**config.mk**
```make
export PLATFORM = sky130hd
export DESIGN_NAME = div_fpu_fsm
export DESIGN_NICKNAME = d
export VERILOG_FILES = /design/src/rtl/fpu_pkg.sv /design/src/rtl/fpu_mant_div.sv /design/src/rtl/div_fpu_fsm.sv
export SDC_FILE = /design/constraint.sdc
export NUM_CORES = 1
export LEC_CHECK = 0
export ABC_AREA = 0
export CAP_MARGIN = 20
export CORE_UTILIZATION = 28
export DETAILED_ROUTE_END_ITERATION = 8
export GPL_ROUTABILITY_DRIVEN = 1
export PLACE_DENSITY = 0.49
export SLEW_MARGIN = 15
export SYNTH_ARGS = -nofsm -noshare
export SYNTH_HDL_FRONTEND = slang
export SYNTH_SLANG_ARGS = --single-unit
```
**constraint.sdc**
```tcl
create_clock -name clk -period 6.2 [get_ports clk]
set_clock_uncertainty 0.05 [all_clocks]
set_input_delay 0.93 -clock clk [delete_from_list [all_inputs] [get_ports clk]]
set_output_delay 0.93 -clock clk [all_outputs]
set_load 0.01 [all_outputs]
```
**src/rtl/fpu_pkg.sv**
```systemverilog
// fpu_pkg: shared binary32 definitions for the F-extension FPU FSMs.
//   state_e  - sequencing states of the multi-cycle FPU units
//   EXP_BIAS, EXP_W, FRAC_W, QNAN, POS_INF - binary32 format constants
//   is_nan / is_inf / is_zero - operand classification (exponent 0 is
//   treated as zero, so denormals are flushed)
package fpu_pkg;

   typedef enum logic [2:0] {
      S_IDLE,
      S_UNPACK,
      S_CHECK,
      S_DIVIDE,
      S_NORM,
      S_PACK,
      S_DONE
   } state_e;

   localparam int          EXP_BIAS = 127;
   localparam int          EXP_W    = 8;
   localparam int          FRAC_W   = 23;
   localparam logic [31:0] QNAN     = 32'h7FC0_0000;
   localparam logic [31:0] POS_INF  = 32'h7F80_0000;

   function automatic logic is_nan(input logic [31:0] x);
      return (x[30:23] == 8'hFF) && (x[22:0] != '0);
   endfunction

   function automatic logic is_inf(input logic [31:0] x);
      return (x[30:23] == 8'hFF) && (x[22:0] == '0);
   endfunction

   function automatic logic is_zero(input logic [31:0] x);
      return x[30:23] == 8'h00;
   endfunction

endpackage

```
**src/rtl/fpu_mant_div.sv**
```systemverilog
// fpu_mant_div: bit-serial restoring mantissa divider, one quotient bit
// per step.
//   clk, rst_n - clock, async active-low reset
//   load_i     - rem <= M1, q <= 0, counter <= 0
//   step_i     - one restoring iteration
//   m1_i, m2_i - 24-bit mantissas with hidden bit; m2_i held by caller
//   q_o        - 25-bit quotient, floor(M1 * 2^24 / M2) after 25 steps
//   last_o     - the step now in progress is the 25th
module fpu_mant_div (
   input  logic        clk,
   input  logic        rst_n,
   input  logic        load_i,
   input  logic        step_i,
   input  logic [23:0] m1_i,
   input  logic [23:0] m2_i,
   output logic [24:0] q_o,
   output logic        last_o
);

   logic [25:0] rem_q, rem_d, diff;
   logic [24:0] q_q, q_d;
   logic [4:0]  cnt_q, cnt_d;
   logic        ge;

   always_comb begin
      ge    = rem_q >= {2'b00, m2_i};
      diff  = ge ? (rem_q - {2'b00, m2_i}) : rem_q;
      rem_d = rem_q;
      q_d   = q_q;
      cnt_d = cnt_q;
      if (load_i) begin
         rem_d = {2'b00, m1_i};
         q_d   = '0;
         cnt_d = '0;
      end else if (step_i) begin
         // partial remainder stays below 2*M2, so the shift never overflows 26 bits
         rem_d = diff << 1;
         q_d   = {q_q[23:0], ge};
         cnt_d = cnt_q + 5'd1;
      end
   end

   always_ff @(posedge clk or negedge rst_n) begin
      if (!rst_n) begin
         rem_q <= '0;
         q_q   <= '0;
         cnt_q <= '0;
      end else begin
         rem_q <= rem_d;
         q_q   <= q_d;
         cnt_q <= cnt_d;
      end
   end

   assign q_o    = q_q;
   assign last_o = cnt_q == 5'd24;

endmodule

```
**src/rtl/div_fpu_fsm.sv**
```systemverilog
// div_fpu_fsm: multi-cycle binary32 divider, truncating, denormals flushed.
//   clk, rst_n - clock, async active-low reset
//   start      - request, sampled in IDLE (and holds DONE while high)
//   N1, N2     - dividend, divisor
//   result     - quotient, valid while done
//   done       - high in DONE
//   busy       - high from UNPACK through PACK
//   dz, nv     - divide-by-zero / invalid flags, valid with done
module div_fpu_fsm
   import fpu_pkg::*;
(
   input  logic        clk,
   input  logic        rst_n,
   input  logic        start,
   input  logic [31:0] N1,
   input  logic [31:0] N2,
   output logic [31:0] result,
   output logic        done,
   output logic        busy,
   output logic        dz,
   output logic        nv
);

   state_e            state_q, state_d;
   logic [31:0]       n1_q, n1_d, n2_q, n2_d;
   logic              sign_q, sign_d;
   logic [EXP_W-1:0]  e1_q, e1_d, e2_q, e2_d;
   logic [23:0]       m1_q, m1_d, m2_q, m2_d;
   logic              spec_q, spec_d;
   logic [FRAC_W-1:0] frac_q, frac_d;
   logic signed [9:0] exp_q, exp_d;
   logic [31:0]       res_q, res_d;
   logic              dz_q, dz_d, nv_q, nv_d, done_q, done_d, busy_q, busy_d;
   logic              div_load, div_step, div_last;
   logic [24:0]       div_q;
   logic [31:0]       inf_s, zero_s;

   fpu_mant_div u_mant_div (
      .clk    (clk),
      .rst_n  (rst_n),
      .load_i (div_load),
      .step_i (div_step),
      .m1_i   (m1_q),
      .m2_i   (m2_q),
      .q_o    (div_q),
      .last_o (div_last)
   );

   assign inf_s  = POS_INF | {sign_q, 31'd0};
   assign zero_s = {sign_q, 31'd0};

   always_comb begin
      state_d  = state_q;
      n1_d     = n1_q;
      n2_d     = n2_q;
      sign_d   = sign_q;
      e1_d     = e1_q;
      e2_d     = e2_q;
      m1_d     = m1_q;
      m2_d     = m2_q;
      spec_d   = spec_q;
      frac_d   = frac_q;
      exp_d    = exp_q;
      res_d    = res_q;
      dz_d     = dz_q;
      nv_d     = nv_q;
      div_load = 1'b0;
      div_step = 1'b0;
      case (state_q)
         S_IDLE: begin
            if (start) begin
               state_d = S_UNPACK;
               n1_d    = N1;
               n2_d    = N2;
               dz_d    = 1'b0;
               nv_d    = 1'b0;
            end
         end
         S_UNPACK: begin
            sign_d  = n1_q[31] ^ n2_q[31];
            e1_d    = n1_q[30:23];
            e2_d    = n2_q[30:23];
            m1_d    = {1'b1, n1_q[22:0]};
            m2_d    = {1'b1, n2_q[22:0]};
            state_d = S_CHECK;
         end
         S_CHECK: begin
            // special results are written to res_q now; PACK leaves them alone
            spec_d  = 1'b1;
            state_d = S_PACK;
            if (is_nan(n1_q) || is_nan(n2_q)) begin
               res_d = QNAN;
               nv_d  = 1'b1;
            end else if ((is_zero(n1_q) && is_zero(n2_q)) ||
                         (is_inf(n1_q) && is_inf(n2_q))) begin
               res_d = QNAN;
               nv_d  = 1'b1;
            end else if (is_zero(n2_q) && !is_inf(n1_q)) begin
               res_d = inf_s;
               dz_d  = 1'b1;
            end else if (is_inf(n1_q)) begin
               res_d = inf_s;
            end else if (is_zero(n1_q) || is_inf(n2_q)) begin
               res_d = zero_s;
            end else begin
               spec_d   = 1'b0;
               div_load = 1'b1;
               state_d  = S_DIVIDE;
            end
         end
         S_DIVIDE: begin
            div_step = 1'b1;
            if (div_last) state_d = S_NORM;
         end
         S_NORM: begin
            // quotient in (0.5, 2): bit 24 set means the integer bit is 1
            if (div_q[24]) begin
               frac_d = div_q[23:1];
               exp_d  = $signed({2'b00, e1_q}) - $signed({2'b00, e2_q}) + 10'(EXP_BIAS);
            end else begin
               frac_d = div_q[22:0];
               exp_d  = $signed({2'b00, e1_q}) - $signed({2'b00, e2_q}) + 10'(EXP_BIAS - 1);
            end
            state_d = S_PACK;
         end
         S_PACK: begin
            if (!spec_q) begin
               if (exp_q >= 10'sd255)     res_d = inf_s;
               else if (exp_q <= 10'sd0)  res_d = zero_s;
               else                       res_d = {sign_q, exp_q[7:0], frac_q};
            end
            state_d = S_DONE;
         end
         S_DONE: begin
            if (!start) state_d = S_IDLE;
         end
         default: state_d = S_IDLE;
      endcase
      busy_d = (state_d != S_IDLE) && (state_d != S_DONE);
      done_d = state_d == S_DONE;
   end

   always_ff @(posedge clk or negedge rst_n) begin
      if (!rst_n) begin
         state_q <= S_IDLE;
         n1_q    <= '0;
         n2_q    <= '0;
         sign_q  <= 1'b0;
         e1_q    <= '0;
         e2_q    <= '0;
         m1_q    <= '0;
         m2_q    <= '0;
         spec_q  <= 1'b0;
         frac_q  <= '0;
         exp_q   <= '0;
         res_q   <= '0;
         dz_q    <= 1'b0;
         nv_q    <= 1'b0;
         done_q  <= 1'b0;
         busy_q  <= 1'b0;
      end else begin
         state_q <= state_d;
         n1_q    <= n1_d;
         n2_q    <= n2_d;
         sign_q  <= sign_d;
         e1_q    <= e1_d;
         e2_q    <= e2_d;
         m1_q    <= m1_d;
         m2_q    <= m2_d;
         spec_q  <= spec_d;
         frac_q  <= frac_d;
         exp_q   <= exp_d;
         res_q   <= res_d;
         dz_q    <= dz_d;
         nv_q    <= nv_d;
         done_q  <= done_d;
         busy_q  <= busy_d;
      end
   end

   assign result = res_q;
   assign done   = done_q;
   assign busy   = busy_q;
   assign dz     = dz_q;
   assign nv     = nv_q;

endmodule
```
# After elaboration in Yosys (flattened, before gate mapping)

Cells that the tools add are included.

Memories: 0
ROM bits: 0
Memory bits (writable): 0
Latch bits: 0
Bits of input ports: 67
Bits in registers: 258

Mux-type cells: 47
Multiply operators: 0
$lt $le $gt $ge: 3
Divide/modulo/power cells: 0
Shift operators: 0
Bitwise logic cells: 1
Equality and inequality tests: 18
Reductions and logical operators: 27
Add/subtract/negate cells: 5

Operators with widths:

| cell                 | count |
|---|---|
| $mux 32              | 6 |
| $mux 25              | 3 |
| $pmux 32 s2          | 1 |
| $mux 31              | 2 |
| $mux 26              | 2 |
| $logic_not 23->1     | 2 |
| $reduce_bool 23->1   | 2 |
| $ge 26x24->1         | 1 |
| $sub 25x24->25       | 1 |
| $mux 3               | 8 |
| $mux 23              | 1 |
| $pmux 3 s7           | 1 |
| $add 9x8->10 const B | 2 |
| $mux 1               | 18 |
| $eq 8x8->1 const B   | 2 |
| $logic_not 8->1      | 2 |
| $eq 3x3->1 const B   | 4 |
| $ge 10x9->1 const B  | 1 |
| $le 10x1->1 const B  | 1 |
| $mux 10              | 1 |
| $mux 5               | 2 |
| $ne 2x2->1 const B   | 5 |
| $sub 8x8->9          | 1 |
| $logic_and 1x1->1    | 8 |
| other kinds (16)     | 24 |

# Depth between registers and ports, before layout

Depth after elaboration: 11
Depth in mapped cells: 13
Depth with buffers taken out: 13

# By module

A second synthesis with hierarchy kept.

Cell total of the unflattened synthesis: 1156
Area total of the unflattened synthesis: 12781.0 um^2

Modules (own cells, without submodules):

| module       | area an instance (um^2) | seq. area each (um^2) | instances | cells an instance |
|---|---|---|---|---|
| div_fpu_fsm  | 8536.9                  | 5029.8                | 1         | 673 |
| fpu_mant_div | 4244.1                  | 1401.3                | 1         | 483 |

# Worst setup path before layout

Ideal clock, no wire load.

Path kind: flip-flop to flip-flop
Start: reg m2_q[0]
End: reg u_mant_div.rem_q[11]
Arrival: 2.505 ns
Required time: 6.018 ns
Buffers on the path: 2
Cell stages (with the launch flop): 13
Setup slack: 3.513 ns
Period minus slack after synthesis: 2.687 ns
Library setup time: 0.132 ns
Path through: dfrtp_1 ha_1 fa_1 nor2b_1 o31ai_2 a2111oi_4 nor3_4 a21oi_1 o31a_1 buf_6 buf_6 mux2i_1 o21ai_1

Word-level cells in the longest chain between the ends: 4
Elaborated cells between the ends (all ways): 5
Those cells by class: 1 x add/sub; 1 x order compare; 3 x mux

Ends and longest elaborated chain:

| what                                           | RTL line                               | text |
|---|---|---|
| from (decl)                                    | div_fpu_fsm.sv:28                      | `logic [23:0] m1_q, m1_d, m2_q, m2_d;` |
| from (signal assigned)                         | div_fpu_fsm.sv:169                     | `m2_q <= m2_d;` |
| $sub 25x24->25 or $ge 26x24->1 (tied branches) | fpu_mant_div.sv:27, fpu_mant_div.sv:26 |  |
| $mux 25 *                                      | fpu_mant_div.sv:27                     | `diff = ge ? (rem_q - {2'b00, m2_i}) : rem_q;` |
| $mux 26 *                                      | fpu_mant_div.sv:35                     | `end else if (step_i) begin` |
| $mux 26 *                                      | fpu_mant_div.sv:31                     | `if (load_i) begin` |
| to (signal assigned)                           | fpu_mant_div.sv:49                     | `rem_q <= rem_d;` |
| to (decl)                                      | fpu_mant_div.sv:20                     | `logic [25:0] rem_q, rem_d, diff;` |

Every way passes the cells marked *; elsewhere a longest branch is shown, timed or not. The select of a mux whose other input is x is not followed.
A chain may end at the register's enable or synchronous reset.

# Final worst setup path

Start: reg m2_q[0]
End: reg u_mant_div.rem_q[1]

The elaborated chain is that of the path after synthesis.

==> flow_metrics.py <==
metrics = {
    "synthesis": {
        "ys_async_sr_fraction_pct": 100,
        "syn_nets": 1268,
        "synth-seq-cells": 257,
        "syn_inst": 1162,
        "synth_edf_count": 0,
        "avgSynthCellArea_um2": 10.6,
        "seq_area_frac_synth_pct": 52.0,
        "synth_flop_cell": "dfrtp_1",
        "synthesis.area_um2": 12400,
        "yosys.cell_types.count": 63,
        "yosys_warnings": 0,
    },
    "sta": {
        "max_freq_ghz": 0.294,
        "tightest_slew_ns": 1.04,
        "rsz0062_at_grt": "false",
        "setup_tns_ns": 0,
        "timing.slew.headroom_pct": 30.8,
        "final-max-slew-violation-count": 0,
        "timing.final.crit_share_pct": 54.9,
        "hold-worst-slack_ns": 0.412,
        "report.final.hold_viol_count": 0,
        "fin_ws_ns": 2.80,
        "post-route-min-period_ns": 3.40,
        "setup_viol": 0,
    },
    "grt": {
        "grt.total_usage_pct": 13.3,
        "grt_overflow": 0,
        "grt_pass1_vias": 8640,
        "grt_max_degree": 134,
        "antenna_found_initial": 0,
        "grt_pass1_wl_mm": 48.0,
    },
    "setup_path": {
        "required_ns": 6.63,
        "path_buf_inv": 0,
        "critPathMaxStageDelay_ns": 0.72,
        "cp_top_family": "compound AO/OA/AOI/OAI gates",
        "path_max_fanout": 27,
        "worstSetupStartpointType": "flop",
        "cp-end-kind": "flop",
        "path_cells": "ha_1 > fa_1 > nor2b_1 > o31ai_2 > a2111oi_4 > nor3_4 > a21oi_1 > o31a_2 > mux2_1 > o21ai_1",
        "cp.arrival_ns": 3.83,
        "critPathSlowestCell": "o31a_2",
        "path_class": "reg2reg",
    },
    "cells_and_area": {
        "fill_cells": 4453,
        "area_delta_synth_final_pct": 20.1,
        "drive_gt1_share_pct": 13.1,
        "nNetsFinal": 1347,
        "seq_area_um2": 6430,
        "multi_input_area_um2": 5510,
        "insertedDiodeCount": 0,
    },
    "routing": {
        "vias_per_cell": 4.66,
        "drt_wl_total_mm": 29.4,
        "drc": 0,
        "highest_layer": "met4",
        "drt_iter0_drc": 415,
        "firstDrtPassIters": 7,
        "num_vias": 8597,
        "detail-route-antenna-nets": 0,
        "wl_met3_um": 921,
        "wl_per_cell_um": 16.0,
        "met1Wirelength_mm": 13.7,
        "wl_met2_mm": 14.0,
    },
    "pwr": {
        "power.density_nw_per_um2": 579,
        "p_leak_nw": 6.25,
        "power.ir.vdd_worst_mv": 0.259,
    },
    "clocking": {
        "clk_latency_ns": 0.56,
        "clk_path_buf_depth": 3,
        "cts.sinks": 257,
        "holdBufCountCts": 0,
        "cts-root-buf": "clkbuf_16",
        "clk_pin_slew_ns": 0.06,
        "cts_tree": "yes",
        "htreeDepth": 1,
        "postCtsSetupBuffers": 0,
        "post_cts_resized": 0,
        "cts_inserted_buffers": 29,
    },
    "floorplanning": {
        "die-area_um2": 45000,
        "pin_count": 103,
        "initial_core_util_pct": 28.5,
        "fp-row-count": 76,
        "die_w_um": 212,
        "coreArea_um2": 43400,
        "die_h_um": 212,
    },
    "place": {
        "gp_congestion": 0.803,
        "portBuffers": 102,
        "dp_slack_ns": 2.76,
        "place_hpwl_mm": 19.9,
    },
    "run": {
        "cap_viol_max_count": 0,
    },
    "outcome": {
        "status": "complete, no violations",
    },
    "worst_hold_path": {
        "holdCritPathClass": "reg2reg",
    },
}
## flip-flops by register name, summed over array words and instances, names as in the netlist
name              count
spec_q                1
exp_q                10
m2_q                 23
frac_q               23
dz                    1
busy                  1
result               32
state_q               3
done                  1
u_mant_div.cnt_q      5
n2_q                 32
sign_q                1
n1_q                 32
u_mant_div.q_o       25
m1_q                 24
e1_q                  8
e2_q                  8
u_mant_div.rem_q     26
nv                    1
## logic make-up after synthesis
logic type | count (synthesis) | share of synthesized area (%)
buffers and inverters | 117 | 3.82
multiplexers | 142 | 12.5
AO/OA/AOI/OAI | 281 | 14.4
flip-flops | 257 | 52.0
XOR/XNOR | 35 | 2.48
AND/OR/NAND/NOR | 291 | 10.8
adder cells (fa/ha/maj) | 39 | 4.07
## area by class of cell
type                    count  area share (%)
clock inverters             6           0.396
multi-input cells         788            37.0
inverters                  54            1.36
flip-flops and latches    257            43.3
well taps                 585            4.92
clock buffers              43            5.57
repair buffers            111            7.44
## worst reg2reg max path: cells and delay by family, from the launching register on
kind / cells / cell delay [ns]
AO/OA/AOI/OAI: 5 / 1.59
adder cells (fa/ha/maj): 2 / 0.64
flip-flops: 1 / 0.38
multiplexers: 1 / 0.39
AND/OR/NAND/NOR: 2 / 0.28
## worst paths after layout
kind	to	slack, ns	cells past startpoint	start
setup / recovery	u_mant_div.rem_q[1]	2.80	10	m2_q[0]
hold / removal	result[26]	0.41	2	result[26]
setup reg to reg	u_mant_div.rem_q[1]	2.80	10	m2_q[0]
hold reg to reg	result[26]	0.41	2	result[26]
max in group asynchronous	m2_q[19]	4.39	2	rst_n
min in group asynchronous	result[30]	0.45	1	rst_n
## layer usage
layer | vias to the layer above | GRT usage [%]
met5 | - | 0
met4 | 0 | 4.02
met3 | 49 | 2.27
met2 | 129 | 22.1
met1 | 4152 | 17.8
li1 | 4267 | -
## synth_stat cells (3+ instances only)
library cell  instances  area share, %
a31oi_1               4           0.20
xor2_1               12           0.85
inv_1                54            1.6
buf_6                 4           0.36
nand4_1              16           0.81
buf_1                 9           0.27
ha_1                 37            3.7
a21oi_1              59            2.4
a21o_1               12           0.73
nand3_1               8           0.32
nand2b_1              8           0.40
o211a_1               3           0.24
o31ai_1               5           0.30
or3_1                 3           0.15
a22oi_1              20            1.2
buf_2                 3           0.12
o21ai_1              22           0.89
nor3_1               17           0.69
nand2_1             124            3.8
and2_1                5           0.25
nor2b_1               7           0.35
nor4_1               18           0.91
o21ai_0              88            3.6
o221ai_1              4           0.28
clkbuf_1             47            1.4
o21a_1                4           0.24
or2_2                 5           0.25
o211ai_1              6           0.36
dfrtp_1             257             52
nor2_1               69            2.1
o21bai_1              5           0.30
mux2_2               97            8.8
xnor2_1              23            1.6
a22o_1               30            2.1
mux2i_1              43            3.5
## through the flow
step	total power [mW]	instance area [µm²]	util [%]	std cells
3_5_place_dp	7.04	14000	32.2	1795
4_1_cts	8.73	14900	34.3	1844
5_1_grt	9.35	14900	34.3	1844
6_report	8.60	14900	34.3	1844
2_1_floorplan	6.03	12400	-	1162
3_3_place_gp	6.97	14000	32.2	1795
## report_power, final
| group | switching [mW] | leakage [nW] | internal (mW) | total (mW) |
|---|---|---|---|---|
| registers | 0.550 | 3.22 | 2.39 | 2.94 |
| clock network | 0.683 | 0.438 | 0.955 | 1.64 |
| logic | 2.18 | 2.59 | 1.85 | 4.03 |
## placed cells by master, fill, tap and decap left out, types with 18 or more instances in the layout
cell	instances
a21oi_1	58
a22o_1	30
a22oi_1	20
clkbuf_16	29
clkdlybuf4s50_1	101
dfrtp_1	257
ha_1	37
inv_1	54
mux2_2	97
mux2i_1	43
nand2_1	124
nor2_1	68
nor4_1	18
o21ai_0	88
o21ai_1	22
xnor2_1	23
No activity file was read; power rests on OpenSTA's default activity.
